`src/rtl/nexi_uart_pkg.sv`:
```
// Shared UART definitions: transmit FSM one-hot encoding, baud divisor and frame-length helpers.
// The wishbone UART front end and the receiver import the same package.
package nexi_uart_pkg;

    typedef logic [5:0] tx_state_t;

    localparam tx_state_t S_TX_IDLE   = 6'b000001;
    localparam tx_state_t S_TX_START  = 6'b000010;
    localparam tx_state_t S_TX_DATA   = 6'b000100;
    localparam tx_state_t S_TX_PARITY = 6'b001000;
    localparam tx_state_t S_TX_STOP   = 6'b010000;
    localparam tx_state_t S_TX_DONE   = 6'b100000;

    // Clocks per bit, rounded to nearest.
    function automatic int uart_div(input int clk_hz, input int baud);
        return (clk_hz + baud / 2) / baud;
    endfunction

    // Line bits in one frame: start + data + optional parity + stop bits.
    function automatic int frame_bits(input int data_width, input int parity_en, input int stop_bits);
        return 1 + data_width + parity_en + stop_bits;
    endfunction

endpackage

```
`src/rtl/nexi_uart_baud_gen.sv`:
```
// Bit-period timer: one-cycle bit_tick after every DIV enabled clocks, restarted by clear.
import nexi_uart_pkg::*;

module nexi_uart_baud_gen #(
    parameter int DIV = 16
) (
    input  logic clk_i,
    input  logic rst_i,
    input  logic clear,
    input  logic enable,
    output logic bit_tick
);

    localparam int CW = (DIV > 1) ? $clog2(DIV) : 1;

    logic [CW-1:0] cnt;

    assign bit_tick = enable && (cnt == CW'(DIV - 1));

    // The counter stops at DIV-1 and wraps to zero on the tick, never beyond.
    always_ff @(posedge clk_i or posedge rst_i) begin
        if (rst_i) begin
            cnt <= '0;
        end else if (clear) begin
            cnt <= '0;
        end else if (enable) begin
            if (bit_tick) cnt <= '0;
            else          cnt <= cnt + CW'(1);
        end
    end

endmodule

```
`src/rtl/nexi_uart_tx_serializer.sv`:
```
// UART transmit serializer: four-phase command_send/done_ack handshake, LSB-first frame on tx_pin.
// Outputs decode directly from the registered one-hot state so reset forces the line high at once.
import nexi_uart_pkg::*;

module nexi_uart_tx_serializer #(
    parameter int CLK_FREQ_HZ = 50_000_000,
    parameter int BAUD        = 115200,
    parameter int DATA_WIDTH  = 8,
    parameter int PARITY_EN   = 0,
    parameter int PARITY_ODD  = 0,
    parameter int STOP_BITS   = 1
) (
    input  logic                  clk_i,
    input  logic                  rst_i,
    input  logic                  command_send,
    input  logic [DATA_WIDTH-1:0] data,
    output logic                  done_ack,
    output logic                  busy_o,
    output logic                  tx_pin
);

    localparam int DIV = uart_div(CLK_FREQ_HZ, BAUD);
    localparam int BW  = $clog2(DATA_WIDTH + 1);

    tx_state_t             state_q;
    tx_state_t             state_d;
    logic [DATA_WIDTH-1:0] shreg;
    logic [DATA_WIDTH-1:0] latched;
    logic [BW-1:0]         bit_cnt;
    logic                  bit_tick;
    logic                  data_last;
    logic                  stop_last;
    logic                  parity_bit;
    logic                  accept;

    assign accept     = (state_q == S_TX_IDLE) && command_send;
    assign data_last  = (bit_cnt == BW'(DATA_WIDTH - 1));
    assign stop_last  = (bit_cnt == BW'(STOP_BITS - 1));
    assign parity_bit = (^latched) ^ 1'(PARITY_ODD);

    // Baud timer only runs while a frame is on the line; each tick restarts it for the next bit.
    nexi_uart_baud_gen #(
        .DIV (DIV)
    ) u_baud (
        .clk_i    (clk_i),
        .rst_i    (rst_i),
        .clear    (!busy_o),
        .enable   (busy_o),
        .bit_tick (bit_tick)
    );

    always_ff @(posedge clk_i or posedge rst_i) begin
        if (rst_i) state_q <= S_TX_IDLE;
        else       state_q <= state_d;
    end

    always_comb begin
        state_d = state_q;
        case (state_q)
            S_TX_IDLE:   if (command_send) state_d = S_TX_START;
            S_TX_START:  if (bit_tick) state_d = S_TX_DATA;
            S_TX_DATA:   if (bit_tick && data_last)
                             state_d = (PARITY_EN != 0) ? S_TX_PARITY : S_TX_STOP;
            S_TX_PARITY: if (bit_tick) state_d = S_TX_STOP;
            S_TX_STOP:   if (bit_tick && stop_last) state_d = S_TX_DONE;
            // Wait for the request to drop so a held command_send cannot resend the byte.
            S_TX_DONE:   if (!command_send) state_d = S_TX_IDLE;
            default:     state_d = S_TX_IDLE;
        endcase
    end

    always_comb begin
        tx_pin   = 1'b1;
        busy_o   = 1'b0;
        done_ack = 1'b0;
        case (state_q)
            S_TX_IDLE:   done_ack = 1'b1;
            S_TX_START:  begin tx_pin = 1'b0;       busy_o = 1'b1; end
            S_TX_DATA:   begin tx_pin = shreg[0];   busy_o = 1'b1; end
            S_TX_PARITY: begin tx_pin = parity_bit; busy_o = 1'b1; end
            S_TX_STOP:   busy_o = 1'b1;
            S_TX_DONE:   done_ack = 1'b1;
            default:     done_ack = 1'b1;
        endcase
    end

    // bit_cnt indexes data bits in DATA and stop bits in STOP; it is zero on entry to each.
    always_ff @(posedge clk_i or posedge rst_i) begin
        if (rst_i) begin
            shreg   <= '0;
            latched <= '0;
            bit_cnt <= '0;
        end else if (accept) begin
            shreg   <= data;
            latched <= data;
            bit_cnt <= '0;
        end else if (bit_tick) begin
            if (state_q == S_TX_DATA) begin
                shreg   <= {1'b0, shreg[DATA_WIDTH-1:1]};
                bit_cnt <= data_last ? '0 : bit_cnt + BW'(1);
            end else if (state_q == S_TX_STOP) begin
                bit_cnt <= stop_last ? '0 : bit_cnt + BW'(1);
            end
        end
    end

endmodule

```
`config.mk`:
```
export PLATFORM = sky130hd
export DESIGN_NAME = nexi_uart_tx_serializer
export DESIGN_NICKNAME = d
export VERILOG_FILES = /design/src/rtl/nexi_uart_pkg.sv /design/src/rtl/nexi_uart_baud_gen.sv /design/src/rtl/nexi_uart_tx_serializer.sv
export SDC_FILE = /design/constraint.sdc
export NUM_CORES = 1
export LEC_CHECK = 0
export BUFFER_PORTS_ARGS = -buffer_cell sky130_fd_sc_hd__buf_2
export CORE_MARGIN = 4
export CORE_UTILIZATION = 38
export DETAILED_ROUTE_END_ITERATION = 16
export GPL_TIMING_DRIVEN = 0
export PLACE_DENSITY = 0.52
export SETUP_SLACK_MARGIN = 0.5
export SYNTH_ARGS = -nofsm -noshare
export SYNTH_HDL_FRONTEND = slang
export SYNTH_HIERARCHICAL = 1
export SYNTH_SLANG_ARGS = --single-unit
```
`constraint.sdc`:
```
create_clock -name clk_i -period 7.4 [get_ports clk_i]
set_input_delay 1.11 -clock clk_i [delete_from_list [all_inputs] [get_ports clk_i]]
set_output_delay 1.11 -clock clk_i [all_outputs]
set_load 0.01 [all_outputs]
```
* Word level (Yosys, flattened, before mapping)
Cells that the tools add are included.
** Word-level totals
- Register bits :: 35
- Bits in latches :: 0
- Memory bits (writable) :: 0
- Memory bits (read-only) :: 0
- Input port bits :: 11
- Output and inout port bits :: 3
- Memories kept :: 0
** Operators by class
- $add $sub $neg :: 2
- Multipliers :: 0
- Divide/modulo/power cells :: 0
- $lt $le $gt $ge :: 0
- Equal/unequal tests :: 14
- Shifts and indexed selects :: 0
- Muxes and demuxes :: 21
- Bitwise gates (word level) :: 0
- Reduce and logical (&&, ||, !) cells :: 13
** Operator list (count)
- $mux W6 :: 6
- $pmux W6 S6 :: 1
- $mux W4 :: 6
- $mux W8 :: 3
- $mux W9 :: 2
- $ne A2 B2 Y1 const B :: 6
- $add A9 B1 Y9 const B :: 1
- $eq A9 B9 Y1 const B :: 1
- $reduce_xor A8 Y1 :: 1
- $eq A6 B1 Y1 const B :: 1
- $eq A6 B2 Y1 const B :: 1
- $eq A6 B3 Y1 const B :: 1
- $eq A6 B4 Y1 const B :: 1
- $eq A6 B5 Y1 const B :: 1
- $eq A6 B6 Y1 const B :: 1
- $reduce_and A6 Y1 :: 1
- $add A4 B1 Y4 const B :: 1
- $eq A4 B3 Y1 const B :: 1
- $logic_and A1 B1 Y1 :: 4
- $logic_not A4 Y1 :: 1
- $reduce_and A2 Y1 :: 2
- $reduce_bool A2 Y1 :: 2
- $reduce_or A4 Y1 :: 1
- $pmux W1 S3 :: 1
- 2 further kinds :: 3

* Logic depth before layout (Yosys ltp)
- Word-level depth :: 7
- Mapped depth :: 10

* Hierarchy
Netlist, hierarchy kept.
** Modules (own cells, without submodules)
- nexi_uart_tx_serializer :: times used 1, cells an instance 103, area each 1138.6 sq um
- nexi_uart_baud_gen :: times used 1, cells an instance 55, area each 575.6 sq um

* Worst setup path before layout
No wires, ideal clock.
- Path kind :: register to register
- Start :: reg state_q[2]
- End :: reg shreg[0]
- Data arrival time :: 2.524 ns
- Data required time :: 7.275 ns
- Path slack :: 4.751 ns
- Cell stages (with the launch flop) :: 10
- Buffers on the path :: 2
- Clock period less this slack :: 2.649 ns
- Path through :: dfrtp_1 buf_2 nor2b_1 o311a_1 buf_6 nand2b_1 nor3_2 inv_1 o21ai_4 mux2_4
** On the way
- Word-level cells in the longest chain between the ends :: 6
** Ends and longest elaborated chain
- start, declared :: RTL line nexi_uart_tx_serializer.sv:25 : tx_state_t state_q;
- start signal, assigned :: RTL line nexi_uart_tx_serializer.sv:54 : else state_q <= state_d;
- $eq A6 B3 Y1, or another cell as far along :: RTL line nexi_uart_tx_serializer.sv:76 : case (state_q)
- $reduce_or A4 Y1 (no line) (*)
- $mux W1 (*) :: RTL line nexi_uart_tx_serializer.sv:76
- named net busy_o :: RTL line nexi_uart_tx_serializer.sv:18 : output logic busy_o,
- $logic_and A1 B1 Y1 (*) :: RTL line nexi_uart_baud_gen.sv:18 : assign bit_tick = enable && (cnt == CW'(DIV - 1));
- named net bit_tick :: RTL line nexi_uart_tx_serializer.sv:30 : logic bit_tick;
- $reduce_bool A2 Y1 (no line) (*)
- $reduce_and A2 Y1 (no line) (*)
- end signal, assigned :: RTL line nexi_uart_tx_serializer.sv:94 : shreg <= data;
- end signal, assigned :: RTL line nexi_uart_tx_serializer.sv:99 : shreg <= {1'b0, shreg[DATA_WIDTH-1:1]};
- end, declared :: RTL line nexi_uart_tx_serializer.sv:27 : logic [DATA_WIDTH-1:0] shreg;
Mark *: on every way through the listed nets, which the timed path passes. The rest lies on a longest branch.
A chain may end at the register's enable or synchronous reset.

* Worst setup path in the final report
- Start :: reg state_q[2]
- End :: reg bit_cnt[3]
** On the way
- Word-level cells in the longest chain between the ends :: 6
** Ends and longest elaborated chain
- $eq A6 B3 Y1, or another cell as far along :: RTL line nexi_uart_tx_serializer.sv:76
- $reduce_or A4 Y1 (no line) (*)
- $mux W1 (*) :: RTL line nexi_uart_tx_serializer.sv:76
- $logic_and A1 B1 Y1 (*) :: RTL line nexi_uart_baud_gen.sv:18
- named net bit_tick :: RTL line nexi_uart_tx_serializer.sv:30
- $reduce_bool A2 Y1 (no line) (*)
- $reduce_and A2 Y1 (no line) (*)
- end signal, assigned :: RTL line nexi_uart_tx_serializer.sv:100 : bit_cnt <= data_last ? '0 : bit_cnt + BW'(1);
- end signal, assigned :: RTL line nexi_uart_tx_serializer.sv:102 : bit_cnt <= stop_last ? '0 : bit_cnt + BW'(1);
- end, declared :: RTL line nexi_uart_tx_serializer.sv:29 : logic [BW-1:0] bit_cnt;
Mark *: on every way through the listed nets, which the timed path passes. The rest lies on a longest branch. The select of a mux whose other input is x is not followed.

==> flow_summary.json <==
{
  "grt_overflow_total": 0,
  "die_y_um": 75.2,
  "antenna_found_initial": 0,
  "drtIter0Drc": 68,
  "drive_gt1_frac": 0.257,
  "cts-resized-gates": 0,
  "via_per_inst": 5.65,
  "cts_max_level": 1,
  "pwr_density_cell_nw_per_um2": 269,
  "cp.arrival_ns": 3.23,
  "vias": 1283,
  "fillers": 423,
  "dpl_cell_area_um2": 1840,
  "synth_warnings": 6,
  "combinationalPowerShare": 0.453,
  "cap_violations": 0,
  "clock_latency_ns": 0.27,
  "seq_area_um2": 652,
  "clock_sinks": 26,
  "grt_pass1_wl_um": 6040,
  "period_needed_ns": 3.08,
  "core-area_um2": 4350,
  "syn-cell-area_um2": 1710,
  "drv_slew": 0,
  "clk_path_buf_depth": 2,
  "holdWs_ns": 0.517,
  "fin_area_um2": 1890,
  "io_pins": 14,
  "clock_power_share": 0.164,
  "ys_types": 56,
  "syn-num-nets": 173,
  "final_nets": 191,
  "start_kind": "register",
  "worstSetupPathType": "reg2reg",
  "fp.dieW_um": 75.2,
  "start_util": 0.394,
  "wl_um": 3580,
  "multi_input_area_um2": 970,
  "hold_buffers": 0,
  "fin_skew_ns": 0.00202,
  "cts.reportedPaths.clkPinSlew_ns": 0.09,
  "setup_viol": 0,
  "p_switching_mw": 0.173,
  "path_max_fanout": 10,
  "ant_nets": 0,
  "rsz0062_at_grt": "no",
  "p_leak_nw": 0.787,
  "synthArstFlopShare": 1.00,
  "drcViolationCount": 0,
  "max_freq_ghz": 0.325,
  "setup_tns_ns": 0,
  "dieArea_um2": 5650,
  "fp-row-count": 24,
  "p_total_mw": 0.508,
  "grt_pass1_vias": 1303,
  "end_kind": "register",
  "dp_hpwl_um": 2700,
  "finalHoldViolations": 0,
  "cts_tree": "done",
  "numCtsBuffers": 3,
  "synth_seq_cells": 26,
  "grt_max_degree": 18,
  "track_usage": 0.136,
  "post_cts_buffers": 0,
  "portBuffers": 13,
  "synth_edf_count": 0,
  "synth_ff_type": "dfrtp_1",
  "wl_per_cell_um": 15.8,
  "worstPathRequired_ns": 7.55,
  "finalCritPeriodShare": 0.416,
  "mostFrequentLayoutCells": "25 x dfrtp_1, 15 x buf_2, 13 x mux2_4",
  "worst_slew_pin_slew_ns": 0.672,
  "yosysSeqAreaShare": 0.380,
  "swShare": 0.340,
  "insertedDiodeCount": 0,
  "power.internal_mw": 0.335,
  "netlist_instances": 158,
  "layout_commonest_cell": "dfrtp_1",
  "place_congestion": 0.836,
  "seq_power_share": 0.383,
  "status": "completed",
  "area_growth_pct": 10.2,
  "cts-root-buf": "clkbuf_8",
  "dr.pass1.iters": 4,
  "holdCritPathClass": "reg2reg",
  "worst_ir_drop_vdd_uv": 112,
  "max_slew_margin": 0.552,
  "synthesis.area_per_instance_um2": 10.8
}
[synth_stat cells (2+ instances only)]
cell type / number / area [um2]
nand2_1: 8 / 30.0
xor2_1: 2 / 17.5
nand2b_1: 2 / 12.5
o21ai_1: 4 / 20.0
or4_1: 2 / 15.0
nand3_1: 7 / 35.0
dfrtp_1: 25 / 626
o221ai_1: 2 / 17.5
buf_2: 2 / 10.0
nor2b_1: 3 / 18.8
inv_1: 11 / 41.3
ha_1: 4 / 50.1
a311oi_1: 2 / 17.5
nand3b_1: 2 / 15.0
or3_1: 2 / 12.5
nor3_1: 3 / 15.0
a211oi_1: 2 / 15.0
or3b_1: 2 / 17.5
o22ai_1: 2 / 12.5
nor2_1: 5 / 18.8
mux2_4: 13 / 195
a21oi_1: 3 / 15.0
buf_6: 3 / 33.8
o31ai_1: 2 / 15.0
o21ai_0: 6 / 30.0
and3b_1: 2 / 17.5
o2111ai_1: 5 / 43.8
a31oi_1: 3 / 18.8
nor3b_1: 2 / 15.0
[cell families after synthesis]
family / after synthesis / share of synthesized area
AND/OR/NAND/NOR: 53 / 0.219
adder cells (fa/ha/maj): 4 / 0.0292
AO/OA/AOI/OAI: 41 / 0.182
XOR/XNOR: 3 / 0.0153
buffers and inverters: 17 / 0.0540
multiplexers: 14 / 0.120
flip-flops: 26 / 0.380
[state kept, by name, summed over array words and instances, names as in the netlist]
signal	cells
u_baud/cnt	9
shreg	8
state_q	5
bit_cnt	4
[layer usage]
metal	GRT usage	part of all wire	vias up	wire, um
met5	0	0	-	0
met4	0.0233	0.0081	0	29
met3	0.0294	0.025	4	90
met2	0.254	0.52	21	1850
met1	0.162	0.45	628	1610
li1	-	-	630	-
[through the flow]
stage,worst slack (ns),utilization,std cells
final,4.32,0.434,227
after global routing,4.03,0.434,227
after CTS,4.27,0.434,227
after detailed placement,4.28,0.424,223
after global placement,4.37,0.424,223
after floorplan,4.75,-,158
[path summary, 6_finish.rpt]
check,endpoint,startpoint,depth (start not counted),slack [ns]
min reg2reg,shreg[1]$_DFFE_PP0P_,shreg[1]$_DFFE_PP0P_,1,0.52
min,shreg[1]$_DFFE_PP0P_,shreg[1]$_DFFE_PP0P_,1,0.52
max in group asynchronous,state_q[1]$_DFFE_PP0P_,rst_i,2,6.04
min in group asynchronous,u_baud/cnt[5]$_DFFE_PP0P_,rst_i,2,0.80
max,bit_cnt[3]$_DFFE_PP0P_,state_q[2]$_DFFE_PP0P_,10,4.32
max reg2reg,bit_cnt[3]$_DFFE_PP0P_,state_q[2]$_DFFE_PP0P_,10,4.32
[layout make-up]
type / instances / area share
Buffer: 6 / 0.0272
Clock buffer: 4 / 0.0238
Inverter: 11 / 0.0219
Multi-Input combinational cell: 115 / 0.513
Sequential cell: 26 / 0.345
Tap cell: 52 / 0.0344
Timing Repair Buffer: 13 / 0.0344
[power groups by stage]
| stage | Combinational [mW] | Clock, mW | Sequential, mW |
|---|---|---|---|
| floorplan | 0.191 | 0 | 0.190 |
| global placement | 0.224 | 0 | 0.196 |
| detailed placement | 0.231 | 0 | 0.196 |
| CTS | 0.232 | 0.0877 | 0.195 |
| global route | 0.252 | 0.0913 | 0.199 |
| finish | 0.230 | 0.0834 | 0.194 |
[worst max-delay path: stages, from the launching register on]
cell and delay, ns:
dfrtp_1 0.43, buf_2 0.20, nor2b_1 0.25, o311a_1 0.25
buf_6 0.16, nand2b_1 0.11, nor3_2 0.51, inv_1 0.28
nor4b_4 0.45, or2_1 0.21, o211ai_1 0.09
Note: power is estimated with default switching activity, not from simulation.
